--- src/rtl/mips_pkg.sv ---
// Shared definitions for the instruction fetch stage: FSM states, PC step
// and the opcodes the control block decodes.
package mips_pkg;

  typedef enum logic {
    S_REQ  = 1'b0,
    S_HOLD = 1'b1
  } state_t;

  localparam logic [31:0] PC_INC = 32'd4;

  localparam logic [5:0] R_TYPE = 6'b000000;
  localparam logic [5:0] LW     = 6'b100011;
  localparam logic [5:0] SW     = 6'b101011;
  localparam logic [5:0] BEQ    = 6'b000100;

endpackage

--- src/rtl/pc_next.sv ---
// Next-PC adder: sequential step, or step plus a word-scaled branch offset.
module pc_next
  import mips_pkg::*;
(
  input  logic [31:0] pc,
  input  logic        branch_taken,
  input  logic [31:0] branch_offset,
  output logic [31:0] pc_nxt
);

  logic [31:0] pc_seq;

  // Wraps modulo 2^32; the offset is in words, so shifting keeps bits [1:0] clear.
  assign pc_seq = pc + PC_INC;
  assign pc_nxt = branch_taken ? (pc_seq + (branch_offset << 2)) : pc_seq;

endmodule

--- src/rtl/instr_fetch.sv ---
// Two-state fetch: request a word at pc, hold it for decode until accepted,
// then advance pc (sequential or branch) and request again.
module instr_fetch
  import mips_pkg::*;
#(
  parameter logic [31:0] RESET_PC = 32'h0000_0000,
  parameter int          CNT_W    = 32
) (
  input  logic             clk,
  input  logic             rst_n,
  output logic             imem_req,
  output logic [31:0]      imem_addr,
  input  logic             imem_ack,
  input  logic [31:0]      imem_rdata,
  output logic             inst_valid,
  input  logic             inst_ready,
  output logic [31:0]      instr,
  output logic [5:0]       opcode,
  output logic [31:0]      pc_out,
  input  logic             branch_taken,
  input  logic [31:0]      branch_offset,
  output logic [CNT_W-1:0] fetch_count
);

  state_t      state;
  logic [31:0] pc;
  logic [31:0] pc_nxt;

  pc_next u_pc_next (
    .pc            (pc),
    .branch_taken  (branch_taken),
    .branch_offset (branch_offset),
    .pc_nxt        (pc_nxt)
  );

  always_ff @(posedge clk or negedge rst_n) begin
    if (!rst_n) begin
      state       <= S_REQ;
      pc          <= RESET_PC;
      imem_req    <= 1'b0;
      inst_valid  <= 1'b0;
      instr       <= '0;
      pc_out      <= '0;
      fetch_count <= '0;
    end else begin
      case (state)
        S_REQ: begin
          // The first cycle out of reset only raises the request, so any
          // stale ack seen then is dropped.
          if (!imem_req) begin
            imem_req <= 1'b1;
          end else if (imem_ack) begin
            instr      <= imem_rdata;
            pc_out     <= pc;
            imem_req   <= 1'b0;
            inst_valid <= 1'b1;
            state      <= S_HOLD;
          end
        end
        S_HOLD: begin
          if (inst_ready) begin
            pc          <= pc_nxt;
            fetch_count <= fetch_count + {{(CNT_W-1){1'b0}}, 1'b1};
            inst_valid  <= 1'b0;
            imem_req    <= 1'b1;
            state       <= S_REQ;
          end
        end
        default: state <= S_REQ;
      endcase
    end
  end

  assign imem_addr = pc;
  assign opcode    = instr[31:26];

endmodule

--- config.mk ---
export PLATFORM = sky130hd
export DESIGN_NAME = instr_fetch
export DESIGN_NICKNAME = d
export VERILOG_FILES = /design/src/rtl/mips_pkg.sv /design/src/rtl/pc_next.sv /design/src/rtl/instr_fetch.sv
export SDC_FILE = /design/constraint.sdc
export NUM_CORES = 1
export LEC_CHECK = 0
export ABC_AREA = 1
export CORE_MARGIN = 10
export CORE_UTILIZATION = 51
export CTS_CLUSTER_SIZE = 20
export DETAILED_ROUTE_END_ITERATION = 16
export PLACE_DENSITY_LB_ADDON = 0.25
export SLEW_MARGIN = 10
export SYNTH_ARGS = -nofsm -noshare
export SYNTH_HDL_FRONTEND = slang
export SYNTH_SLANG_ARGS = --single-unit
--- constraint.sdc ---
create_clock -name clk -period 3.6 [get_ports clk]
set_input_delay 0.36 -clock clk [delete_from_list [all_inputs] [get_ports clk]]
set_output_delay 0.36 -clock clk [all_outputs]
set_load 0.01 [all_outputs]
==> impl_metrics.tcl, run 1 <==
set metrics [dict create \
    status "finished clean" \
    fin_crit_sh 0.8962 \
    mostFrequentLayoutCells "312 x sky130_fd_sc_hd__nand2_1, 197 x sky130_fd_sc_hd__clkdlybuf4s50_1, 148 x sky130_fd_sc_hd__inv_1" \
    cts.root.buffer_cell "sky130_fd_sc_hd__clkbuf_16" \
    worstPathMaxFanout 6 \
    fraction_of_synthesis_flops_using_an_asynchronous_set_or_reset_pin 1.000 \
    drt-total-wl_um 24320 \
    final_core_utilization 0.6940 \
    max_slew.worst_pin.slew_ps 898.8 \
    drt_pre_antenna_iters 5 \
    layout.area.seq_um2 3178 \
    clkSinkCount 127 \
    cts_resized 0 \
    synth_seq_cells 127 \
    grt_first_pass_wirelength_um 38830 \
    final_setup_skew_ps 11.74 \
    max_cap_violations 0 \
    avgViaCountPerCell 5.154 \
    h_tree_depth 4 \
    timing.setup.critical_path_class "reg2reg" \
    worst_setup_path_end_kind "flip-flop" \
    number_of_antenna_violations_at_the_first_check_in_global_routing 0 \
    grt_pass1_vias 7499 \
    worst-endpoint-required_ps 3910 \
    cp.arrival_ps 3530 \
    area.growth.synth_to_final_pct 32.80 \
    syn_inst_count 1093 \
    num_rows 46 \
    synth_area_per_cell_um2 7.650 \
    p_per_area_nw_per_um2 796.6 \
    ios 205 \
    synth_top_flop_cell "sky130_fd_sc_hd__dfrtp_1" \
    floorplan.initialDensity 0.5226 \
    worst_setup_hold_path_clk_slew_ps 60 \
    final_antenna_net_count 0 \
    leakage_nw 5.467 \
    die_height_um 148.0 \
    floorplan.core_area_um2 16000 \
    setup_violations 0 \
    tns_ps 0 \
    hold_class "in2async" \
    drv_slew 0 \
    cts_hold_buf 0 \
    vdd_ir_drop_max_v 0.0004060 \
    drt_first_iter_violations 504 \
    grt_setup_unrepaired "false" \
    postCtsSetupBuffers 0 \
    final_design_area_no_fill_um2 11100 \
    finalNetCount 1396 \
    final_common_cell "sky130_fd_sc_hd__nand2_1" \
    cts_tree "yes" \
    synth_sequential_area_ratio 0.3801 \
    grt-ovfl-total 0 \
    synth_enable_flop_cells 0 \
    place_hpwl_um 19510 \
    timing.hold.ws_ps 74.68 \
    min_period_ps 3226 \
    multi_input_combinational_cell_area_um2 4483 \
    ys.warnings.count 0 \
    routed-via-count 7819 \
    maximum_number_of_buffers_from_clock_root_to_sink 2 \
    fillerInstances 1385 \
    startpoint_kind_of_the_worst_setup_timing_path "flip-flop" \
    routabilityCongestion 0.9736 \
    netlist-cell-type-count 41 \
    die_w_um 148.0 \
    max_clock_freq_ghz 0.3100 \
    drc_errors_left 0 \
    design.die.area_um2 21920 \
    antennaDiodeCount 0 \
    post_route_cells_drive_above_1_share 0.08071 \
    hold_viol_final 0 \
    clkLatencyLatePin_ps 410 \
    gr-usage-all-layers 0.2199 \
    pin_count_of_the_biggest_net_entering_global_routing 72 \
    slew_headroom 0.4008 \
    area_post_placement_um2 10530 \
    place_ws_ps 477.4 \
    io_buffer_count 198 \
    syn_area_um2 8362 \
    setup_slack_ps 373.9 \
    cts_inserted_buffers 17 \
    wl_cell_um 16.03 \
]
## worst max-delay path, cell delays in order, from the launching register on
cell,delay (ps)
sky130_fd_sc_hd__dfrtp_1,450
sky130_fd_sc_hd__inv_1,150
sky130_fd_sc_hd__nor3_1,320
sky130_fd_sc_hd__nand2_1,140
sky130_fd_sc_hd__nor3_1,240
sky130_fd_sc_hd__nand3_1,110
sky130_fd_sc_hd__nand2_1,160
sky130_fd_sc_hd__inv_1,70
sky130_fd_sc_hd__ha_1,370
sky130_fd_sc_hd__nand2_1,120
sky130_fd_sc_hd__nor2_1,280
sky130_fd_sc_hd__and2_1,200
sky130_fd_sc_hd__nand3_1,140
sky130_fd_sc_hd__nand4_1,120
sky130_fd_sc_hd__nand3_1,120
sky130_fd_sc_hd__nand2_1,90
sky130_fd_sc_hd__nand2_1,40
## sequential cells by signal (all words and copies together) (netlist names)
signal,count
inst_valid,1
imem_addr,30
instr,32
fetch_count,32
pc_out,30
imem_req,1
state,1
## worst paths after layout
check                              start               to  slack, ps  cells past startpoint
setup / recovery           imem_addr[13]    imem_addr[26]        370                     16
hold / removal                     rst_n        instr[20]         70                      1
setup reg to reg           imem_addr[13]    imem_addr[26]        370                     16
hold reg to reg               pc_out[18]       pc_out[18]        480                      2
max in group asynchronous          rst_n  fetch_count[27]       2700                      2
min in group clk              pc_out[18]       pc_out[18]        480                      2
## synth_stat cells (all sizes together) (7+ instances only)
cell,number,area (um2)
nand2,317,1217
inv,150,565.5
dfrtp,127,3178
nor2,80,379.1
nand3,71,377.9
o21ai,62,310.3
xor2,50,437.9
a21oi,46,230.2
ha,38,475.5
mux2,35,394.1
nor3,26,167.7
buf,19,113.9
nand4,18,118.9
xnor2,16,140.1
clkbuf,12,45.04
o211ai,7,52.55
## logic make-up (layout without fill, tap and decap cells)
family,count (synthesis),in the layout,synth area share
buffers and inverters,181,386,0.08664
DFF,127,127,0.3801
AOI/OAI and AO/OA,123,123,0.07781
adders and majority gates,39,39,0.05926
other,1,4,0.0004485
xor gates and xnor gates,66,66,0.06913
muxes,35,35,0.04713
and+or+nand+nor,521,521,0.2795
## metrics by stage
stage,total power [W],std cells
after floorplan,0.005200,1096
after global placement,0.007148,1485
after detailed placement,0.007248,1485
after CTS,0.008886,1517
after global routing,0.009522,1517
final,0.008846,1517
## report_power, final
| group | switching (W) | internal [W] | leakage [nW] | total (W) |
|---|---|---|---|---|
| logic | 0.00263 | 0.00216 | 3.65 | 0.00479 |
| registers | 0.000477 | 0.00197 | 1.55 | 0.00245 |
| clock network | 0.000619 | 0.000987 | 0.268 | 0.00161 |
## metal layers
metal / vias to the layer above / track usage / share of wire / wire (um)
met5: - / 0 / 0 / 0
met4: 0 / 0.07334 / 0.023 / 560
li1: 3891 / - / - / -
met3: 38 / 0.04304 / 0.063 / 1527
met1: 3610 / 0.2721 / 0.43 / 10550
met2: 280 / 0.3748 / 0.48 / 11680
## area by class of cell
cell class	count	area share
multi-input combinational	788	0.4037
sequential	127	0.2862
timing repair buffer	204	0.1834
inverter	150	0.05093
clock buffer	20	0.04113
tap	216	0.02434
clock inverter	12	0.01025
Power figures use the tool's default switching activity.
==> inputs of run 2 (changes only) <==
Settings changed: CORE_UTILIZATION 51 to 52, CTS_BUF_LIST set to sky130_fd_sc_hd__clkbuf_4, HOLD_SLACK_MARGIN set to 0.1.
==> run 2 against run 1 <==
  * First-iteration DRC count fell by 4.8%
  * Power fell by 6.5%
  * Critical path depth is 1 lower
  * Die area decreased by 1.7%
  * Design area shrank 2.3%
  * Clock power shrank 36%
  * Flip-flop and latch count did not move
  * Combinational power is essentially flat
  * Utilization is 0.85 points lower
  * Clock skew grew 15 ps
  * Count of clock-buffer cells in the layout decreased by 2
  * Worst hold slack better by 350 ps
==> impl_metrics.tcl, run 2 (same netlist as run 1, synthesis figures left out) <==
set metrics [dict create \
    status "finished clean" \
    p_per_area_nw_per_um2 762.0 \
    number_of_antenna_violations_at_the_first_check_in_global_routing 1 \
    die_height_um 146.8 \
    max_slew.worst_pin.slew_ps 770.3 \
    final_setup_skew_ps 27.04 \
    place_hpwl_um 19520 \
    floorplan.core_area_um2 15830 \
    cp.arrival_ps 3840 \
    drt-total-wl_um 23910 \
    design.die.area_um2 21550 \
    regToRegStartpoint "imem_addr[3]" \
    h_tree_depth 4 \
    timing.setup.critical_path_class "reg2reg" \
    worst_setup_hold_path_clk_slew_ps 120 \
    final_antenna_net_count 0 \
    startpoint_kind_of_the_worst_setup_timing_path "flip-flop" \
    fin_crit_sh 0.9517 \
    drc_errors_left 0 \
    worst-endpoint-required_ps 4010 \
    pin_count_of_the_biggest_net_entering_global_routing 68 \
    wl_cell_um 15.74 \
    leakage_nw 5.345 \
    fillerInstances 1352 \
    ios 205 \
    dp.cells 1485 \
    setup_violations 0 \
    grt_setup_unrepaired "false" \
    cts_inserted_buffers 17 \
    io_buffer_count 198 \
    cts_resized 0 \
    worst_setup_path_end_kind "flip-flop" \
    finalNetCount 1397 \
    tns_ps 0 \
    hold_class "in2async" \
    num_rows 46 \
    drt_first_iter_violations 480 \
    cts_tree "yes" \
    endpoint_of_the_lowest_slack_register_to_register_path "imem_addr[16]" \
    drv_slew 0 \
    max_cap_violations 0 \
    cts.root.buffer_cell "sky130_fd_sc_hd__clkbuf_4" \
    clkLatencyLatePin_ps 540 \
    floorplan.initialDensity 0.5283 \
    area.growth.synth_to_final_pct 29.76 \
    die_w_um 146.8 \
    hold_viol_final 0 \
    routabilityCongestion 0.9828 \
    grt_pass1_vias 7493 \
    grt_first_pass_wirelength_um 38650 \
    reg2reg_setup_slack_ps 170 \
    grt-ovfl-total 0 \
    final_common_cell "sky130_fd_sc_hd__nand2_1" \
    vdd_ir_drop_max_v 0.0003637 \
    slew_headroom 0.4865 \
    r2r_cell_count 15 \
    postCtsSetupBuffers 0 \
    worstPathMaxFanout 5 \
    gr-usage-all-layers 0.2195 \
    reg.largest.list "fetch_count x32, instr x32" \
    final_cells 1519 \
    drt_pre_antenna_iters 7 \
    post_route_cells_drive_above_1_share 0.07988 \
    avgViaCountPerCell 5.064 \
    max_clock_freq_ghz 0.2919 \
    min_period_ps 3426 \
    mostFrequentLayoutCells "312 x sky130_fd_sc_hd__nand2_1, 197 x sky130_fd_sc_hd__clkdlybuf4s50_1, 148 x sky130_fd_sc_hd__inv_1" \
    maximum_number_of_buffers_from_clock_root_to_sink 2 \
    clkSinkCount 127 \
    routed-via-count 7692 \
]
run 2: stage by stage:
step	setup WS, ps	instance area, um2	hold WS (ps)	power (W)	utilization
3_3_place_gp	405.7	10530	459.7	0.007142	0.6655
5_1_grt	45.11	10850	396.8	0.008947	0.6855
4_1_cts	269.7	10850	393.3	0.008294	0.6854
2_1_floorplan	961.2	8373	64.41	0.005200	-
6_report	173.9	10850	428.7	0.008268	0.6855
3_5_place_dp	334.0	10530	468.7	0.007244	0.6655
run 2: power breakdown:
group,internal (W),switching [W],total (W),leakage (nW)
clock network,0.000486,0.000542,0.00103,0.142
logic,0.00217,0.00264,0.00480,3.65
registers,0.00196,0.000474,0.00244,1.55
total,0.00462,0.00365,0.00827,5.35
run 2: critical path, stage by stage, from the launching register on:
cell                      delay, ps
sky130_fd_sc_hd__dfrtp_1        440
sky130_fd_sc_hd__ha_1           170
sky130_fd_sc_hd__nand3_1         90
sky130_fd_sc_hd__nor2_2         280
sky130_fd_sc_hd__nand3_1        120
sky130_fd_sc_hd__nor2_1         180
sky130_fd_sc_hd__xor2_1         300
sky130_fd_sc_hd__inv_1          120
sky130_fd_sc_hd__ha_1           360
sky130_fd_sc_hd__nand2_1        130
sky130_fd_sc_hd__nor4_1         510
sky130_fd_sc_hd__a21oi_1        160
sky130_fd_sc_hd__xor2_1         210
sky130_fd_sc_hd__nand2_1        110
sky130_fd_sc_hd__nand2_1         80
sky130_fd_sc_hd__nand2_1         40
run 2: area by class of cell:
class	instances	area [um2]	share of cell area
Inverter	150	565.5	0.05212
Multi-Input combinational cell	788	4483	0.4132
Clock buffer	18	135.1	0.01245
Antenna cell	1	2.502	0.0002306
Tap cell	216	270.3	0.02491
Timing Repair Buffer	205	2047	0.1887
Clock inverter	14	168.9	0.01557
Sequential cell	127	3178	0.2929
run 2: routing by layer:
metal / GRT usage / vias to the layer above / part of all wire
met1: 0.2792 / 3549 / 0.45
li1: - / 3886 / -
met4: 0.06456 / 0 / 0.021
met2: 0.3696 / 227 / 0.48
met5: 0 / - / 0
met3: 0.04269 / 30 / 0.046
run 2: what timing repair did:
action | 4_1_cts | 5_1_grt
hold endpoints to repair | 60 | 0
hold buffers | 1 | 0
endpoints found under the setup margin | 0 | 0
run 2: worst max-delay path by stage:
stage,from,end
after floorplan,imem_addr[3],imem_addr[23]
after global placement,imem_addr[2],imem_addr[16]
after detailed placement,imem_addr[3],imem_addr[16]
after CTS,imem_addr[3],imem_addr[16]
after global routing,imem_addr[3],imem_addr[16]
final,imem_addr[3],imem_addr[16]
==> inputs of run 3 (changes only) <==
Settings changed: CAP_MARGIN set to 20.
==> results of run 3 <==
The final DEF is identical to that of run 2; final timing and power are the same.
